==> config.mk <==
export PLATFORM = sky130hd
export DESIGN_NAME = input_load_sequencer
export DESIGN_NICKNAME = d
export VERILOG_FILES = /design/src/rtl/input_load_sequencer_pkg.sv /design/src/rtl/input_load_sequencer_if.sv /design/src/rtl/input_load_sequencer_byte_serializer.sv /design/src/rtl/input_load_sequencer.sv
export SDC_FILE = /design/constraint.sdc
export NUM_CORES = 1
export LEC_CHECK = 0
export ABC_CLOCK_PERIOD_IN_PS = 2400
export CORE_MARGIN = 2
export CORE_UTILIZATION = 40
export DETAILED_ROUTE_END_ITERATION = 8
export GPL_TIMING_DRIVEN = 1
export PLACE_DENSITY = 0.69
export SYNTH_ARGS = -nofsm -noshare
export SYNTH_HDL_FRONTEND = slang
export SYNTH_SLANG_ARGS = --single-unit
==> constraint.sdc <==
create_clock -name clk -period 2.4 [get_ports clk]
set_clock_uncertainty 0.15 [all_clocks]
set_input_delay 0.24 -clock clk [delete_from_list [all_inputs] [get_ports clk]]
set_output_delay 0.24 -clock clk [all_outputs]
set_load 0.03 [all_outputs]
==> src/rtl/input_load_sequencer_pkg.sv <==
// Shared types and constants for the SNN input loader: FSM state encoding,
// default frame size and byte width.
package snn_pkg;
    typedef enum logic [2:0] {IDLE, WAIT_BYTE, SHIFT, START, RUN} seq_state_t;
    localparam int DEFAULT_NUM_PIXELS = 784;
    localparam int BYTE_BITS = 8;
endpackage

==> src/rtl/input_load_sequencer_if.sv <==
// Control/data bundle between the load sequencer and its byte serializer.
interface input_load_sequencer_if;
    import snn_pkg::*;
    logic                 load;
    logic                 shift_en;
    logic [BYTE_BITS-1:0] din;
    logic                 msb;
    logic                 last_bit;

    modport master (output load, shift_en, din, input msb, last_bit);
    modport slave  (input load, shift_en, din, output msb, last_bit);
endinterface

==> src/rtl/input_load_sequencer_byte_serializer.sv <==
// Parallel-load, MSB-first shift register with a bit counter that flags the
// last bit of the byte.
module byte_serializer
    import snn_pkg::*;
(
    input  logic               clk,
    input  logic               rst,
    input_load_sequencer_if.slave ser
);
    logic [BYTE_BITS-1:0] shift_q;
    logic [2:0]           cnt_q;

    always_ff @(posedge clk or posedge rst) begin
        if (rst) begin
            shift_q <= '0;
            cnt_q   <= '0;
        end else if (ser.load) begin
            shift_q <= ser.din;
            cnt_q   <= '0;
        end else if (ser.shift_en) begin
            shift_q <= {shift_q[BYTE_BITS-2:0], 1'b0};
            cnt_q   <= cnt_q + 3'd1;
        end
    end

    assign ser.msb      = shift_q[BYTE_BITS-1];
    assign ser.last_bit = (cnt_q == 3'(BYTE_BITS-1));
endmodule

==> src/rtl/input_load_sequencer.sv <==
// Streams UART bytes MSB-first into the 1-bit input RAM, then launches snn_core.
// Optional inter-byte timeout abort: define LOAD_TIMEOUT_EN.
module input_load_sequencer
    import snn_pkg::*;
#(
    parameter int NUM_PIXELS     = DEFAULT_NUM_PIXELS,
    parameter int ADDR_WIDTH     = 10,
    parameter int TIMEOUT_CYCLES = 50000
) (
    input  logic                  clk,
    input  logic                  rst,
    input  logic                  rx_rdy,
    input  logic [BYTE_BITS-1:0]  rx_data,
    output logic                  clr_rx_rdy,
    input  logic [ADDR_WIDTH-1:0] core_addr,
    input  logic                  core_done,
    output logic                  start,
    output logic                  ram_we,
    output logic [ADDR_WIDTH-1:0] ram_addr,
    output logic                  ram_wdata,
    output logic                  busy,
    output logic                  load_err
);
    seq_state_t            state_q;
    logic [ADDR_WIDTH-1:0] wr_addr_q;
    logic                  rx_accept;
    logic                  last_pix;

    input_load_sequencer_if ser_bus ();
    byte_serializer u_ser (.clk(clk), .rst(rst), .ser(ser_bus.slave));

    // A pending byte is only taken while waiting for data; elsewhere it stays pending.
    assign rx_accept        = rx_rdy && (state_q == IDLE || state_q == WAIT_BYTE);
    assign last_pix         = (wr_addr_q == ADDR_WIDTH'(NUM_PIXELS - 1));
    assign ser_bus.load     = rx_accept;
    assign ser_bus.shift_en = (state_q == SHIFT);
    assign ser_bus.din      = rx_data;

`ifdef LOAD_TIMEOUT_EN
    localparam int TO_W = $clog2(TIMEOUT_CYCLES + 1);
    logic [TO_W-1:0] to_cnt_q;
    logic            load_err_q;
    assign load_err = load_err_q;
`else
    assign load_err = 1'b0;
`endif

    always_ff @(posedge clk or posedge rst) begin
        if (rst) begin
            state_q   <= IDLE;
            wr_addr_q <= '0;
`ifdef LOAD_TIMEOUT_EN
            to_cnt_q   <= '0;
            load_err_q <= 1'b0;
`endif
        end else begin
`ifdef LOAD_TIMEOUT_EN
            load_err_q <= 1'b0;
`endif
            case (state_q)
                IDLE: if (rx_rdy) state_q <= SHIFT;
                WAIT_BYTE: begin
                    if (rx_rdy) state_q <= SHIFT;
`ifdef LOAD_TIMEOUT_EN
                    else if (to_cnt_q == TO_W'(TIMEOUT_CYCLES - 1)) begin
                        state_q    <= IDLE;
                        wr_addr_q  <= '0;
                        load_err_q <= 1'b1;
                    end else to_cnt_q <= to_cnt_q + TO_W'(1);
`endif
                end
                SHIFT: begin
                    wr_addr_q <= wr_addr_q + ADDR_WIDTH'(1);
                    // Frame end wins over byte end: leftover bits of the last byte are dropped.
                    if (last_pix) state_q <= START;
                    else if (ser_bus.last_bit) begin
                        state_q <= WAIT_BYTE;
`ifdef LOAD_TIMEOUT_EN
                        to_cnt_q <= '0;
`endif
                    end
                end
                START: state_q <= RUN;
                RUN: if (core_done) begin
                    state_q   <= IDLE;
                    wr_addr_q <= '0;
                end
                default: state_q <= IDLE;
            endcase
        end
    end

    // Outputs are gated by rst so a level on rx_rdy/core_addr cannot leak during reset.
    assign clr_rx_rdy = rx_accept && !rst;
    assign start      = (state_q == START);
    assign ram_we     = (state_q == SHIFT);
    assign ram_wdata  = (state_q == SHIFT) && ser_bus.msb;
    assign ram_addr   = rst ? '0 : ((state_q == SHIFT) ? wr_addr_q : core_addr);
    assign busy       = (state_q != IDLE);
endmodule

# == Word level (Yosys, flattened, before mapping) ==
# Cells that the tools add are included.
# word_totals
output_inout_bits,16
input_bits,22
word_cells,40
regBits,24
# classes
eq_ne,9
n_addsub,2
mux,13
n_reduce_logical,12
# op_table
op,count
$mux 10,3
$pmux 10 s2,1
$mux 3,6
$mux 8,2
$pmux 3 s4,1
$add 10x1->10 const B,1
$eq 10x10->1 const B,1
$eq 3x2->1 const B,2
$eq 3x3->1 const B,2
$reduce_bool 2->1,2
$add 3x1->3 const B,1
$eq 3x1->1 const B,1
$logic_and 1x1->1,3
$logic_not 3->1,1
$ne 3x1->1 const B,1
$reduce_and 3->1,1
$reduce_bool 3->1,1
$ne 2x1->1 const B,1
$ne 2x2->1 const B,1
$reduce_and 2->1,1
$reduce_or 2->1,1
$logic_not 1->1,1
$logic_or 1x1->1,1

# == Longest topological paths before layout ==
# Gate-level depths: netlist (run 1).
# logic_depth
ltp_word,4
ltp_mapped,8
depth_no_buf,5

# == Cells and area by module ==
# A second synthesis (run 1) with hierarchy kept.
# unflattened
cells_unflattened,164
area_unflattened_um2,1405.1
# by_module_without_submodules
mod,seq_area_each_um2,area_per_inst_um2,cells_each,instances
input_load_sequencer,325.3,890.9,117,1
byte_serializer,275.3,514.2,47,1

# == Worst setup path before layout (run 1) ==
# Ideal clock, no wire load.
# synth_timing
path_type,reg2out
start,register state_q[0]
end,output ram_addr[2]
setup_slack_ns,0.194
arrival_ns,1.816
n_path_buf,3
stages_incl_launch_ff,8
required_ns,2.010
cell_sequence,dfrtp_1 or3b_1 buf_6 inv_4 buf_12 buf_6 nand2_1 a21oi_1
# synth_via
elab_chain_len,3
# synth_rtl
item,line_no,rtl
from (decl),input_load_sequencer.sv:24,seq_state_t state_q;
from (signal assigned),input_load_sequencer.sv:50,state_q <= IDLE;
from (signal assigned),input_load_sequencer.sv:61,IDLE: if (rx_rdy) state_q <= SHIFT;
from (signal assigned),input_load_sequencer.sv:63,if (rx_rdy) state_q <= SHIFT;
$eq 3x2->1,n/a,
net ram_we,input_load_sequencer.sv:18,"output logic ram_we,"
$mux 10 (2 in series),input_load_sequencer.sv:98,assign ram_addr = rst ? '0 : ((state_q == SHIFT) ? wr_addr_q : core_addr);
to (decl),input_load_sequencer.sv:19,"output logic [ADDR_WIDTH-1:0] ram_addr,"
# The timed path passes the listed nets, and every way through them passes these cells.

# == Final worst setup path (run 1) ==
# layout_timing
start,register state_q[0]
end,output ram_addr[7]
# layout_via
elab_chain_len,3
# layout_rtl
item,line_no
$eq 3x2->1,input_load_sequencer.sv:98
$mux 10 (2 in series),input_load_sequencer.sv:98
# Every way passes these cells.

==> Flow_metrics.wiki, run 1 <==
{| class="wikitable"
! Metric !! Value
|-
| Wire length reported by the detailed router || 2950 um
|-
| Area occupied by multi-input gates || 679 sq um
|-
| Met3 routing resource usage after global routing || 4.32%
|-
| Peak supply drop || 0.605 mV
|-
| Die span in y || 62.8 um
|-
| Clock input transition at the sequential cells of the worst setup and hold paths || 0.14 ns
|-
| Fraction of the cycle the final worst path needs || 94.6%
|-
| Root Buffer || clkbuf_4
|-
| Initial antenna violation count || 0
|-
| Via density per instance || 5.00
|-
| Number of stages on the worst setup path || 5
|-
| Netlist area before placement || 0.00139 sq mm
|-
| Buffers & Inverters on Critical Path || 2
|-
| Pre-CTS worst setup slack || 0.404 ns
|-
| Capturing instance or port of the critical path || ram_addr[7]
|-
| Gpl congestion || 0.729
|-
| First-pass iteration count of the detailed router || 4
|-
| Leakage power of the design || 0.805 nW
|-
| Critical path peak fanout || 16
|-
| All-layer global routing usage || 15.7%
|-
| Number of H-tree branching levels || 1
|-
| Global routing met2 resource utilization || 27.2%
|-
| Slowest Stage Delay on Critical Path || 0.51 ns
|-
| FF+latch area || 602 sq um
|-
| Utilization after layout || 53.4%
|-
| Clock sink count || 24
|-
| Hold violation count in the final report || 0
|-
| Number of flip-flops and latches in the synthesized netlist || 24
|-
| Number of nets in the synthesized netlist || 182
|-
| # port buffers || 36
|-
| Post-Syn Instances || 157
|-
| Largest delay share family, worst path || simple AND/OR/NAND/NOR gates
|-
| Core box area || 0.00334 sq mm
|-
| Number of setup buffers added after CTS || 0
|-
| Maximum clock frequency || 0.441 GHz
|-
| Die span in x || 62.8 um
|-
| Most area-hungry cell type in the Yosys netlist || dfrtp_1
|-
| Min setup slack post-route || 0.130 ns
|-
| Most frequent cell on the critical path || buf_4
|-
| Unrepaired setup endpoints after global routing || false
|-
| HPWL after detailed placement || 2180 um
|-
| Minimum period implied by the final worst setup slack || 2.27 ns
|-
| Detail-routed net length per standard cell || 12.3 um
|-
| Number of maximum-capacitance violations || 0
|-
| Number of cell instances on the worst register-to-register path || 5
|-
| HP Class || in2reg
|-
| Setup Crit Path Kind || reg2out
|-
| Fraction of met1 tracks used by global routing || 19.3%
|-
| First-pass GRT wire length || 4970 um
|-
| Buffer depth of the longest clock path || 2
|-
| CP Data Required Time || 2.01 ns
|-
| Arrival time reported for the critical path endpoint || 1.88 ns
|-
| Die area || 0.00395 sq mm
|-
| Number of filler cells placed in the layout || 319
|-
| Kind of capture point of the worst setup path || output port
|-
| Post-Place Cells || 234
|-
| Number of warnings reported in the yosys synthesis log || 0
|-
| Skew-Pair Late Insertion Delay || 0.32 ns
|-
| Endpoint of the worst-slack reg-to-reg timing path || wr_addr_q[5]
|-
| Number of diodes || 0
|-
| Actual slew at the worst max-slew pin || 0.523 ns
|-
| Most Used Layer, Global Route || met2
|-
| Sequential-to-total area share from yosys stat || 43.4%
|-
| Global route total overflow || 0
|-
| Total Negative Setup Slacks || 0 ns
|-
| Final nets || 219
|-
| Async set-or-reset flop fraction in the synthesized netlist || 100%
|-
| Area added between synthesis and finish || 28.6%
|-
| Number of DRC violations after detailed routing || 0
|-
| Worst R2R Start || state_q[0]
|-
| Final Setup Violations || 0
|-
| Number of global-route vias before repair || 1118
|-
| Antenna-violating nets left || 0
|-
| Top-Level Pins || 38
|-
| Commonest cells after routing, fill and taps aside || nand2_1, clkdlybuf4s50_1, dfrtp_1
|-
| Number of flops mapped to enable cells by yosys || 0
|-
| Overall via count from detail_route || 1195
|-
| TritonCTS clock tree || built
|-
| Post-layout power || 2.56 mW
|-
| CTS buffer count || 3
|-
| Launch point of the critical path || state_q[0]
|-
| Share of final-layout standard cells stronger than drive strength 1 || 15.5%
|-
| Share of Yosys cell area claimed by the top area cell type || 43.4%
|-
| Register-to-Register Setup Slack || 0.48 ns
|-
| Number of unique standard cell types used by synthesis || 38
|-
| Total number of placement rows || 21
|-
| Slew HR || 65.0%
|-
| Average instance area after synthesis || 8.82 sq um
|-
| Ys flop type || dfrtp_1
|-
| Status || finished, final reports clean
|-
| Final count of pins violating max slew || 0
|-
| Cell with the largest stage delay on the worst path || or3b_1
|-
| Starting utilization of the core area || 41.5%
|-
| Leading cell type in the layout, fill and taps excluded || nand2_1
|-
| Count of routing violations after the opening detailed-route iteration || 112
|-
| Cell types with the largest area share after synthesis || dfrtp_1, nand2_1, a21oi_1
|-
| Power per standard cell area || 1440 mW/mm^2
|-
| Pin count of the biggest net entering global routing || 30
|-
| Cells traversed along the worst timing path || or3b_1 > buf_4 > nand2_1 > a21oi_1 > buf_4
|-
| Number of standard cells in the layout, taps in and fillers out || 239
|-
| Worst setup SP type || flip-flop
|}
[metrics by stage]
stage | hold slack, ns | cell area (sq um)
floorplan | 0.110 | 1390
global placement | 0.308 | 1720
detailed placement | 0.311 | 1720
CTS | 0.307 | 1770
global route | 0.312 | 1780
finish | 0.304 | 1780
[area by class of cell]
type | instances | share of cell area, %
multi-input cells | 118 | 38.1
clock buffers | 3 | 1.26
repair inverters | 1 | 0.281
clock inverters | 1 | 1.69
repair buffers | 40 | 20.1
well taps | 46 | 3.23
inverters | 6 | 1.54
flip-flops and latches | 24 | 33.8
[repair_timing]
| action | 4_1_cts | 5_1_grt |
|---|---|---|
| hold buffers | 0 | 0 |
| gates resized for setup | 0 | 3 |
| setup endpoints to repair | 0 | 10 |
[cells by family (layout without fill, tap and decap cells)]
group / after synthesis / after routing / share of synthesized area (%)
flip-flops: 24 / 24 / 43.4
AO/OA/AOI/OAI: 31 / 31 / 14.0
adder cells (fa/ha/maj): 3 / 3 / 2.71
other: 1 / 1 / 0.271
XOR/XNOR: 7 / 7 / 4.43
AND/OR/NAND/NOR: 74 / 74 / 26.1
multiplexers: 2 / 2 / 1.54
buffers and inverters: 15 / 51 / 7.59
[registers in the layout, indices dropped and copies added, names as in the netlist]
signal,flops
state_q,3
u_ser.cnt_q,3
u_ser.shift_q,8
wr_addr_q,10
[worst register-to-register path, cell delays in order, from the launching register on]
cell,delay (ns)
dfrtp_1,0.47
or3b_1,0.51
buf_4,0.24
nor3_1,0.24
xnor2_1,0.16
nor2_1,0.05
[worst min-delay path by stage]
stage          slack, ns               end  cells past startpoint             start
6_report            0.30  u_ser.shift_q[7]                      3        rx_data[7]
5_1_grt             0.31  u_ser.shift_q[7]                      3        rx_data[7]
4_1_cts             0.31  u_ser.shift_q[7]                      3        rx_data[7]
3_5_place_dp        0.31  u_ser.shift_q[6]                      2  u_ser.shift_q[6]
3_3_place_gp        0.31  u_ser.shift_q[6]                      2  u_ser.shift_q[6]
2_1_floorplan       0.11        state_q[0]                      1               rst
[cell usage after synthesis (3+ instances only)]
library cell / number
a21oi_1: 16
a22oi_1: 6
buf_6: 3
clkbuf_1: 3
dfrtp_1: 24
ha_1: 3
inv_1: 5
nand2_1: 39
nand3_1: 4
nor2_1: 11
nor3_1: 4
o21ai_0: 3
xnor2_1: 4
xor2_1: 3
[routing by layer]
layer	vias to the layer above	wire length [um]
li1	606	-
met4	0	15
met2	26	1470
met3	2	171
met1	561	1290
met5	-	0
[where the power goes]
part           internal, mW  switching [mW]
sequential            0.597           0.205
clock                 0.169           0.129
combinational         0.573           0.888
(Power assumes the default switching activity.)
==> run 2, diff against run 1 <==
ABC_CLOCK_PERIOD_IN_PS = 1980   (was 2400)
PLACE_DENSITY = 0.72   (was 0.69)
clock period = 1.98 ns   (was 2.4 ns; I/O delays follow)
==> run 2 against run 1 <==
The run now ends with setup timing left. Non-clock buffer count grew 16. First-iteration DRC count shrank 60%. Worst hold slack worse by 0.13 ns. Wire length grew 22%. Sequential power rose by 20%. Global-route usage grew 3.2 points. Via count is 12% higher. Combinational power is 64% higher. Utilization increased by 7.4 points. Clock power rose by 18%. Critical path type unchanged. Critical endpoint is now ram_addr[4]. Highest routed layer unchanged.
==> Flow_metrics.wiki, run 2 (synthesized netlist as in run 1, its figures left out) <==
{| class="wikitable"
! Metric !! Value
|-
| Via density per instance || 5.25
|-
| Wire length reported by the detailed router || 3590 um
|-
| Initial antenna violation count || 0
|-
| Clock input transition at the sequential cells of the worst setup and hold paths || 0.13 ns
|-
| Number of maximum-capacitance violations || 0
|-
| HP Class || in2async
|-
| Clock sink count || 24
|-
| Leading cell type in the layout, fill and taps excluded || nand2_1
|-
| HPWL after detailed placement || 2560 um
|-
| Buffers & Inverters on Critical Path || 2
|-
| Pin count of the biggest net entering global routing || 25
|-
| Worst setup SP type || flip-flop
|-
| Core box area || 0.00334 sq mm
|-
| Final Setup Violations || 12
|-
| Number of DRC violations after detailed routing || 0
|-
| Largest register by flop count || wr_addr_q
|-
| # port buffers || 36
|-
| Overall via count from detail_route || 1338
|-
| Post-Place Cells || 240
|-
| Share of final-layout standard cells stronger than drive strength 1 || 30.6%
|-
| Status || complete, but fails checks
|-
| Min setup slack post-route || -0.102 ns
|-
| Minimum period implied by the final worst setup slack || 2.08 ns
|-
| Cell with the largest stage delay on the worst path || or3b_4
|-
| Number of H-tree branching levels || 1
|-
| Number of standard cells in the layout, taps in and fillers out || 255
|-
| Detail-routed net length per standard cell || 14.1 um
|-
| Area added between synthesis and finish || 46.5%
|-
| Area occupied by multi-input gates || 791 sq um
|-
| Unrepaired setup endpoints after global routing || true
|-
| Number of flip-flops under the largest register name || 10
|-
| CTS buffer count || 3
|-
| TritonCTS clock tree || built
|-
| Maximum clock frequency || 0.480 GHz
|-
| Largest delay share family, worst path || simple AND/OR/NAND/NOR gates
|-
| Violated checks || setup timing
|-
| Leakage power of the design || 0.899 nW
|-
| Setup Crit Path Kind || reg2out
|-
| Routed wire length on met2 || 1890 um
|-
| Number of filler cells placed in the layout || 296
|-
| Count of routing violations after the opening detailed-route iteration || 45
|-
| Commonest cells after routing, fill and taps aside || nand2_1, buf_4, dfrtp_1
|-
| Total number of placement rows || 21
|-
| Routed met3 length || 182 um
|-
| CP Data Required Time || 1.63 ns
|-
| Die span in x || 62.8 um
|-
| First-pass iteration count of the detailed router || 4
|-
| Global route total overflow || 0
|-
| Kind of capture point of the worst setup path || output port
|-
| Power per standard cell area || 1830 mW/mm^2
|-
| Slowest Stage Delay on Critical Path || 0.45 ns
|-
| Worst Hold Margin || 0.178 ns
|-
| Starting utilization of the core area || 41.5%
|-
| Arrival time reported for the critical path endpoint || 1.73 ns
|-
| Peak supply drop || 0.723 mV
|-
| Die span in y || 62.8 um
|-
| Highest metal layer with signal wires || met4
|-
| Die area || 0.00395 sq mm
|-
| Gpl congestion || 0.816
|-
| FF+latch area || 602 sq um
|-
| Hold-fix buffers, CTS || 0
|-
| Antenna-violating nets left || 0
|-
| Fraction of the cycle the final worst path needs || 105%
|-
| Top-Level Pins || 38
|-
| Root Buffer || clkbuf_4
|-
| Number of global-route vias before repair || 1363
|-
| Biggest registers after layout || wr_addr_q x10, u_ser.shift_q x8
|-
| First-pass GRT wire length || 5930 um
|-
| Hold violation count in the final report || 0
|-
| Post-layout power || 3.72 mW
|-
| Cells traversed along the worst timing path || or3b_4 > buf_6 > nand2_1 > a21oi_4 > buf_4
|-
| Buffer depth of the longest clock path || 2
|-
| Skew-Pair Late Insertion Delay || 0.31 ns
|-
| Number of diodes || 0
|-
| Final count of pins violating max slew || 0
|-
| All-layer global routing usage || 18.9%
|-
| Post-Route M1 WL || 1430 um
|-
| Final nets || 235
|-
| Critical path peak fanout || 16
|}
-- run 2: cell count changes in the layout (fill, tap and decap cells not counted), sizes merged --
| cell | before | now |
|---|---|---|
| buf | 17 | 33 |
| clkinvlp | 0 | 1 |
| clkdlybuf4s50 | 23 | 21 |
| clkbuf | 3 | 5 |
| clkinv | 2 | 0 |
| inv | 5 | 6 |
-- run 2: layout make-up --
| cell class | instances | share of cell area (%) |
|---|---|---|
| flip-flops and latches | 24 | 29.7 |
| clock buffers | 3 | 1.11 |
| clock inverters | 1 | 1.48 |
| repair inverters | 1 | 0.370 |
| multi-input cells | 118 | 39.0 |
| repair buffers | 56 | 24.4 |
| inverters | 6 | 1.23 |
| well taps | 46 | 2.84 |
-- run 2: power by group --
part | internal [mW] | switching [mW]
registers | 0.723 | 0.238
clock network | 0.205 | 0.146
logic | 1.04 | 1.36
total | 1.97 | 1.75
-- run 2: worst reg2reg max path: stages, from the launching register on --
cell and delay (ns):
dfrtp_1 0.45, or3b_4 0.30, clkinvlp_4 0.18, buf_4 0.19, buf_4 0.16, nor2_4 0.22, nand2_1 0.09, nand2_1 0.07
-- run 2: final timing paths --
path                       cells past startpoint        startpoint                to  slack (ns)
setup / recovery                               5        state_q[1]       ram_addr[4]       -0.10
hold / removal                                 3               rst      wr_addr_q[6]        0.18
setup reg to reg                               7        state_q[1]  u_ser.shift_q[3]        0.11
hold reg to reg                                2  u_ser.shift_q[5]  u_ser.shift_q[5]        0.34
max in group asynchronous                      3               rst        state_q[2]        1.25
min in group clk                               3        rx_data[7]  u_ser.shift_q[7]        0.28
-- run 2: what timing repair did --
action                     in CTS  in global routing
setup buffers                   7                  3
pin swaps                       0                  4
cloned                          1                  0
setup endpoints to repair      13                 23
gates resized for setup         9                 13
-- run 2: per-layer routing --
layer	up-vias	track usage, %
li1	636	-
met1	647	21.8
met2	45	32.9
met3	10	4.86
met4	0	7.78
met5	-	0
-- run 2: per-stage QoR --
| stage | area, sq um | setup TNS [ns] | util (%) | setup WS [ns] |
|---|---|---|---|---|
| after floorplan | 1470 | -0.0395 | - | -0.0395 |
| after global placement | 1850 | 0 | 55.4 | 0.188 |
| after detailed placement | 1850 | 0 | 55.4 | 0.113 |
| after CTS | 1980 | -0.787 | 59.3 | -0.0925 |
| after global routing | 2030 | -1.67 | 60.8 | -0.155 |
| final | 2030 | -0.923 | 60.8 | -0.102 |
==> run 3, diff against run 2 <==
SKIP_LAST_GASP = 1   (was default)
SLEW_MARGIN = 15   (was default)
==> run 3 against run 2 <==
The flow still finishes with violations (setup timing). Wire length down 1.3%. Critical path depth is the same. Flip-flop and latch count stayed put. Clock-buffer cell count stayed put. Die area stayed put. Final area fell by 1.2%. Sequential power hardly changed. Total power fell by 1.3%. Register-to-register slack lost 0.10 ns. Combinational power decreased by 2%. Clock power hardly changed. Setup slack worse by 0.0063 ns.
==> Flow_metrics.wiki, run 3 (synthesized netlist as in run 1, its figures left out) <==
{| class="wikitable"
! Metric !! Value
|-
| Post-Place Cell Area || 0.00185 sq mm
|-
| Wire length reported by the detailed router || 3540 um
|-
| # port buffers || 36
|-
| Leading cell type in the layout, fill and taps excluded || nand2_1
|-
| Detail-routed net length per standard cell || 13.9 um
|-
| Via density per instance || 5.18
|-
| Antenna-violating nets left || 0
|-
| Power per standard cell area || 1830 mW/mm^2
|-
| Starting utilization of the core area || 41.5%
|-
| Commonest cells after routing, fill and taps aside || nand2_1, buf_4, dfrtp_1
|-
| Number of filler cells placed in the layout || 304
|-
| Hold-fix buffers, CTS || 0
|-
| Leakage power of the design || 0.894 nW
|-
| Root Buffer || clkbuf_4
|-
| Violated checks || setup timing
|-
| Area added between synthesis and finish || 44.8%
|-
| CTS buffer count || 3
|-
| Min setup slack post-route || -0.109 ns
|-
| Number of DRC violations after detailed routing || 0
|-
| Peak supply drop || 0.704 mV
|-
| All-layer global routing usage || 18.7%
|-
| Global route total overflow || 0
|-
| Buffer depth of the longest clock path || 2
|-
| Die span in x || 62.8 um
|-
| Total number of placement rows || 21
|-
| Largest register by flop count || wr_addr_q
|-
| Count of routing violations after the opening detailed-route iteration || 60
|-
| Clock input transition at the sequential cells of the worst setup and hold paths || 0.13 ns
|-
| Gpl congestion || 0.816
|-
| Arrival time reported for the critical path endpoint || 1.74 ns
|-
| Kind of capture point of the worst setup path || output port
|-
| Number of maximum-capacitance violations || 0
|-
| Overall via count from detail_route || 1321
|-
| Top-Level Pins || 38
|-
| CP Data Required Time || 1.63 ns
|-
| Number of global-route vias before repair || 1364
|-
| Maximum clock frequency || 0.479 GHz
|-
| First-pass GRT wire length || 5910 um
|-
| Status || complete, but fails checks
|-
| Final nets || 235
|-
| Number of flip-flops under the largest register name || 10
|-
| Critical path peak fanout || 4
|-
| HPWL after detailed placement || 2560 um
|-
| Unrepaired setup endpoints after global routing || true
|-
| Final count of pins violating max slew || 0
|-
| Core box area || 0.00334 sq mm
|-
| Number of H-tree branching levels || 1
|-
| First-pass iteration count of the detailed router || 4
|-
| Die area || 0.00395 sq mm
|-
| Minimum period implied by the final worst setup slack || 2.09 ns
|-
| Fin area || 0.00201 sq mm
|-
| HP Class || in2async
|-
| Initial antenna violation count || 0
|-
| TritonCTS clock tree || built
|-
| Number of diodes || 0
|-
| Pin count of the biggest net entering global routing || 25
|-
| Skew-Pair Late Insertion Delay || 0.32 ns
|-
| Pre-CTS worst setup slack || 0.113 ns
|-
| Setup Crit Path Kind || reg2out
|-
| Final Setup Violations || 12
|-
| Slowest Stage Delay on Critical Path || 0.45 ns
|-
| Cells traversed along the worst timing path || buf_4 > buf_4 > nor3b_1 > and2_1 > buf_4
|-
| Hold violation count in the final report || 0
|-
| Clock sink count || 24
|-
| Biggest registers after layout || wr_addr_q x10, u_ser.shift_q x8
|-
| Fraction of the cycle the final worst path needs || 105%
|-
| Most frequent cell on the critical path || buf_4
|-
| Cell with the largest stage delay on the worst path || dfrtp_1
|-
| Share of final-layout standard cells stronger than drive strength 1 || 28.7%
|-
| Die span in y || 62.8 um
|-
| Worst setup SP type || flip-flop
|}
-- run 3: power by group --
| part | switching, mW | internal (mW) |
|---|---|---|
| Combinational | 1.34 | 1.02 |
| Sequential | 0.235 | 0.723 |
| Clock | 0.148 | 0.205 |
-- run 3: path summary, 6_finish.rpt --
| path | start | to | slack (ns) | depth (start not counted) |
|---|---|---|---|---|
| setup / recovery | state_q[1] | clr_rx_rdy | -0.11 | 5 |
| hold / removal | rst | wr_addr_q[6] | 0.17 | 3 |
| setup reg to reg | state_q[1] | u_ser.shift_q[3] | 0.01 | 7 |
| hold reg to reg | u_ser.shift_q[5] | u_ser.shift_q[5] | 0.34 | 2 |
| max in group asynchronous | rst | state_q[2] | 1.26 | 3 |
| min in group clk | rx_data[7] | u_ser.shift_q[7] | 0.27 | 3 |
-- run 3: worst max-delay path, delay by kind of cell, from the launching register on --
family | cells | cell delay (ns)
buffers and inverters | 3 | 0.42
DFF | 1 | 0.45
and+or+nand+nor | 2 | 0.55
-- run 3: repair_timing --
action / 4_1_cts / 5_1_grt
gates cloned: 1 / 0
setup endpoints to repair: 13 / 22
pin swaps: 0 / 0
buffers inserted: 7 / 3
gates resized for setup: 8 / 8
-- run 3: metrics by stage --
stage	hold slack, ns	util, %	cells	setup TNS, ns	power (mW)
after global placement	0.313	55.4	240	0	2.93
after detailed placement	0.314	55.4	240	0	3.03
after global routing	0.200	60.1	255	-2.25	3.94
final	0.175	60.1	255	-0.984	3.67
after CTS	0.184	59.2	252	-1.43	3.57
after floorplan	0.0678	-	157	-0.0395	2.55
-- run 3: per-layer routing --
layer | share of wire (%) | vias up | global-route usage, % | wire length [um]
met3 | 4.0 | 8 | 4.86 | 142
met4 | 2.3 | 0 | 7.78 | 80
met2 | 53 | 31 | 32.9 | 1860
li1 | - | 636 | - | -
met1 | 41 | 646 | 21.4 | 1450
met5 | 0 | - | 0 | 0
-- run 3: area by class of cell --
cell class              count  area, sq um  area share (%)
well taps                  46         57.6            2.87
multi-input cells         118          767            38.2
repair inverters            1         7.51           0.374
repair buffers             56          494            24.6
inverters                   6         25.0            1.25
clock inverters             1         30.0            1.50
clock buffers               3         22.5            1.12
flip-flops and latches     24          602            30.0
